## src/rtl/lsu_mem_initiator.sv

```systemverilog
// Load/store initiator: one request at a time, whole-word memory accesses,
// lane extraction for loads and read-modify-write for byte/half stores.
module lsu_mem_initiator #(
  parameter int MEM_BYTES = 1024
) (
  input  logic        clk,
  input  logic        reset,
  input  logic        req_valid,
  output logic        req_ready,
  input  logic        req_we,
  input  logic [2:0]  req_funct3,
  input  logic [31:0] req_addr,
  input  logic [31:0] req_wdata,
  output logic        resp_valid,
  output logic [31:0] resp_rdata,
  output logic        resp_err,
  output logic [31:0] mem_addr,
  output logic [31:0] mem_wdata,
  output logic        mem_we,
  input  logic [31:0] mem_rdata
);

  localparam logic [1:0] IDLE = 2'd0;
  localparam logic [1:0] RD   = 2'd1;
  localparam logic [1:0] WR   = 2'd2;
  localparam logic [1:0] RESP = 2'd3;

  localparam logic [31:0] MAX_BASE = 32'(MEM_BYTES - 4);

  logic [1:0]  state;
  logic [31:0] addr_q;
  logic [31:0] wdata_q;
  logic [31:0] wword_q;
  logic [2:0]  funct3_q;
  logic        we_q;

  logic        accept;
  logic        req_err;
  logic [4:0]  sh;
  logic [7:0]  byte_v;
  logic [15:0] half_v;
  logic [31:0] load_ext;
  logic [31:0] merge_mask;
  logic [31:0] merge_data;
  logic [31:0] merged;

  assign req_ready = (state == IDLE) && !reset;
  assign accept    = req_valid && req_ready;

  // Screen the raw request so an erroneous one goes straight to RESP.
  always_comb begin
    req_err = 1'b0;
    if (req_we) begin
      if (req_funct3 > 3'd2) req_err = 1'b1;
    end else begin
      if (req_funct3 == 3'd3 || req_funct3 > 3'd5) req_err = 1'b1;
    end
    if (req_funct3[1:0] == 2'd1 && req_addr[0]) req_err = 1'b1;
    if (req_funct3 == 3'd2 && req_addr[1:0] != 2'b00) req_err = 1'b1;
    if ({req_addr[31:2], 2'b00} > MAX_BASE) req_err = 1'b1;
  end

  // Big-endian lanes: lane 0 is the top byte of the word.
  assign sh     = {addr_q[1:0], 3'b000};
  assign byte_v = 8'(mem_rdata >> (5'd24 - sh));
  assign half_v = 16'(mem_rdata >> (5'd16 - sh));

  always_comb begin
    load_ext = mem_rdata;
    case (funct3_q)
      3'd0:    load_ext = {{24{byte_v[7]}}, byte_v};
      3'd1:    load_ext = {{16{half_v[15]}}, half_v};
      3'd4:    load_ext = {24'h0, byte_v};
      3'd5:    load_ext = {16'h0, half_v};
      default: load_ext = mem_rdata;
    endcase
  end

  always_comb begin
    if (funct3_q[1:0] == 2'd0) begin
      merge_mask = 32'hFF00_0000 >> sh;
      merge_data = {wdata_q[7:0], 24'h0} >> sh;
    end else begin
      merge_mask = 32'hFFFF_0000 >> sh;
      merge_data = {wdata_q[15:0], 16'h0} >> sh;
    end
    merged = (mem_rdata & ~merge_mask) | merge_data;
  end

  always_ff @(posedge clk) begin
    if (reset) begin
      state      <= IDLE;
      addr_q     <= '0;
      wdata_q    <= '0;
      wword_q    <= '0;
      funct3_q   <= '0;
      we_q       <= 1'b0;
      resp_rdata <= '0;
      resp_err   <= 1'b0;
    end else begin
      case (state)
        IDLE: begin
          if (accept) begin
            addr_q   <= req_addr;
            wdata_q  <= req_wdata;
            funct3_q <= req_funct3;
            we_q     <= req_we;
            wword_q  <= req_wdata;
            if (req_err) begin
              resp_err   <= 1'b1;
              resp_rdata <= '0;
              state      <= RESP;
            end else if (req_we && req_funct3 == 3'd2) begin
              state <= WR;
            end else begin
              state <= RD;
            end
          end
        end
        RD: begin
          if (we_q) begin
            wword_q <= merged;
            state   <= WR;
          end else begin
            resp_rdata <= load_ext;
            state      <= RESP;
          end
        end
        WR: state <= RESP;
        default: begin
          resp_rdata <= '0;
          resp_err   <= 1'b0;
          state      <= IDLE;
        end
      endcase
    end
  end

  assign resp_valid = (state == RESP);
  assign mem_we     = (state == WR) && !reset;
  assign mem_addr   = (state == RD || state == WR) ? {addr_q[31:2], 2'b00} : 32'h0;
  assign mem_wdata  = (state == WR) ? wword_q : 32'h0;

endmodule

```

## config.mk

```make
export PLATFORM = sky130hd
export DESIGN_NAME = lsu_mem_initiator
export DESIGN_NICKNAME = d
export VERILOG_FILES = /design/src/rtl/lsu_mem_initiator.sv
export SDC_FILE = /design/constraint.sdc
export NUM_CORES = 1
export LEC_CHECK = 0
export BUFFER_PORTS_ARGS = -buffer_cell sky130_fd_sc_hd__buf_4
export CAP_MARGIN = 0
export CORE_ASPECT_RATIO = 1.1
export CORE_UTILIZATION = 49
export CTS_BUF_LIST = sky130_fd_sc_hd__clkbuf_4 sky130_fd_sc_hd__clkbuf_8
export CTS_CLUSTER_DIAMETER = 80
export DETAILED_ROUTE_END_ITERATION = 10
export PLACE_DENSITY = 0.85
export SYNTH_ARGS = -nofsm -noshare
export SYNTH_HDL_FRONTEND = slang
export SYNTH_SLANG_ARGS = --single-unit
```

## constraint.sdc

```tcl
create_clock -name clk -period 2.3 [get_ports clk]
set_clock_uncertainty 0.05 [all_clocks]
set_input_delay 0.46 -clock clk [delete_from_list [all_inputs] [get_ports clk]]
set_output_delay 0.46 -clock clk [all_outputs]
set_load 0.05 [all_outputs]
```

==> results.toml <==
[clocking]
cts_tree = "done"
clk_pin_slew_ps = 70
cts-root-buf = "clkbuf_8"
htreeDepth = 4
cts_buffer_depth = 2
clock_latency_ps = 450
postCtsSetupRepairBufs = 0
cts_sinks = 119
cts_buffers = 17
cts_hold_buf = 0

[worst_setup_path]
ff2ff_path_depth = 8
r2r-end = "wword_q[4]"
rr_startpoint = "addr_q[0]"
crit_fanout = 33
worstSetupPathType = "flop to primary output"
worstSetupStartpointType = "flop"
worstPathRequired_ps = 1790
cp-end-kind = "primary output"
worst-r2r-setup-slack_ps = 140
cp.arrival_ps = 1710

[synthesis]
synth_top_area_share_pct = 35.3
syn_area_mm2 = 0.00675
async_flop_share_pct = 0
yosysWarnings = 0
ys_seq_area_share_pct = 35.3
synth-seq-cells = 119
post-synth-top-count-cell = "dfxtp_1"
synth_top_area_cell = "dfxtp_1"
avgSynthCellArea_um2 = 8.46
syn_inst = 798
ys_types = 49
synthTopCellsByArea = "dfxtp_1 35%, and2_1 5.9%, o21ai_0 5.7%"
synth_edf_count = 0
synth_commonest_cells = "119 x dfxtp_1, 99 x nand2_1, 77 x o21ai_0"
synthFlopType = "dfxtp_1"

[detailed_routing]
drc = 0
dr.pass1.iters = 7
wl_mm = 19.8
drtIter0Drc = 669
wire_per_inst_um = 16.9
routed_via_density = 5.70
drtAntennaViolNets = 0
dr_total_vias = 6701

[cells_and_area]
final_cell_area_mm2 = 0.00890
antenna_cells = 0
nets = 1086
area_growth_pct = 31.9
drive_gt1_share_pct = 29.3

[sta]
worst_pin_slew_ps = 1140
maxSlewHeadroom_pct = 23.6
finalCriticalPeriod_ps = 2220
setup_slack_ps = 77.4
setup_viol_count_final = 0
hold_viol = 0
drv_slew = 0
rsz0062_at_grt = "true"
fmax_ghz = 0.450
timing.final.crit_share_pct = 96.6

[placed_design]
placed_area_mm2 = 0.00843
place_hpwl_mm = 14.4
gp_congestion = 0.893
io_buffer_count = 200
pre_cts_ws_ps = -305

[power_and_ir_drop]
pwr-share-clk_pct = 19.4
pwr-share-seq_pct = 29.4
ir_worst_vdd_uv = 767
static-leakage-power_uw = 0.00388
p_sw_uw = 4300
swShare_pct = 43.9
pwr-share-comb_pct = 51.2
p_int_uw = 5490
p_per_area_mw_per_mm2 = 1100

[floorplan]
core_area_mm2 = 0.0133
initial_utilization_pct = 50.6
die_x_um = 114
rows = 44
dieArea_mm2 = 0.0142
die_h_um = 125
io_pins = 203

[status]
status = "complete, no violations"

[grt]
grt_max_degree = 68
antenna_found_initial = 0
met3_usage_pct = 6.74
grt_overflow = 0
grt_pass1_vias = 6371
use_met2_pct = 45.1
grt_pass1_wl_mm = 31.8
grt_usage_pct = 28.2
grtUsageMet1_pct = 35.7
grt_busiest_layer = "met2"

[job]
maxCapViolCount = 0

[worst_hold_path]
holdPathEnd = "addr_q[5]"
worstHoldStart = "req_addr[5]"
min_path_type = "input port to flop"
hold_depth = 3
-- cell families after synthesis --
logic type	share of synthesized area, %
DFF	35.3
adders and majority gates	0.927
buffers and inverters	6.04
and+or+nand+nor	22.9
other	0.0556
muxes	8.64
AOI/OAI and AO/OA	26.1
-- repair_timing --
action,in CTS,in global routing
gates resized for setup,8,13
setup endpoints to repair,48,69
pin swaps,0,0
-- critical path, stage by stage, from the launching register on --
cell and delay (ps):
dfxtp_2 340, inv_1 60, ha_1 330, buf_12 170, and2_1 170, buf_4 180
-- registers in the layout, summed over array words and instances, names as in the netlist --
register,flops
addr_q,32
resp_rdata,32
wword_q,32
wdata_q,16
funct3_q,3
state,2
resp_err,1
we_q,1
-- layer usage --
| metal | part of all wire [%] | wire (um) | up-vias |
|---|---|---|---|
| met3 | 7.4 | 1460 | 49 |
| li1 | - | - | 3198 |
| met1 | 43 | 8590 | 3175 |
| met2 | 46 | 9120 | 279 |
| met5 | 0 | 0 | - |
| met4 | 3.3 | 659 | 0 |
-- power groups by stage --
stage          registers, uW  logic [uW]  clock network [uW]
2_1_floorplan           3070        3270                   0
3_3_place_gp            2890        4770                   0
3_5_place_dp            2910        4830                   0
4_1_cts                 2870        4940                1930
5_1_grt                 2940        5370                2040
6_report                2880        5020                1900
-- placed cells by master, fill, tap and decap left out, types with 19 or more instances in the layout --
cell type and count:
clkbuf_8 19, and2_1 63, a22o_1 25, nand2_1 99, dfxtp_1 117, mux2i_1 38, o21ai_0 71, nand2b_1 60
a21oi_1 23, nor2_1 29, buf_4 218, a21o_1 24
-- cell type report --
cell class	count	area [um2]
repair buffers	232	1840
inverters	18	67.6
flip-flops and latches	119	2380
clock inverters	12	126
clock buffers	20	269
fillers	1160	4420
multi-input cells	590	3990
well taps	184	230
-- worst max-delay path by stage --
stage,startpoint,endpoint,slack [ps],depth (start not counted)
after floorplan,addr_q[1],resp_rdata[5],-20,11
after global placement,req_funct3[1],resp_rdata[31],-270,6
after detailed placement,req_funct3[1],resp_rdata[26],-310,6
after CTS,state[0],mem_we,5,6
after global routing,state[1],mem_addr[31],-5,5
final,state[0],mem_addr[4],80,5
-- through the flow --
| step | power (uW) | hold WS (ps) | setup TNS [ps] | utilization, % | instances |
|---|---|---|---|---|---|
| after floorplan | 6340 | 377 | -24.1 | - | 799 |
| after global placement | 7660 | 386 | -4020 | 63.3 | 1143 |
| after detailed placement | 7750 | 391 | -4720 | 63.3 | 1143 |
| after CTS | 9740 | 126 | 0 | 66.5 | 1175 |
| after global routing | 10300 | 145 | -8.95 | 66.8 | 1175 |
| final | 9800 | 151 | 0 | 66.8 | 1175 |
Note: power is estimated with default switching activity, not from simulation.
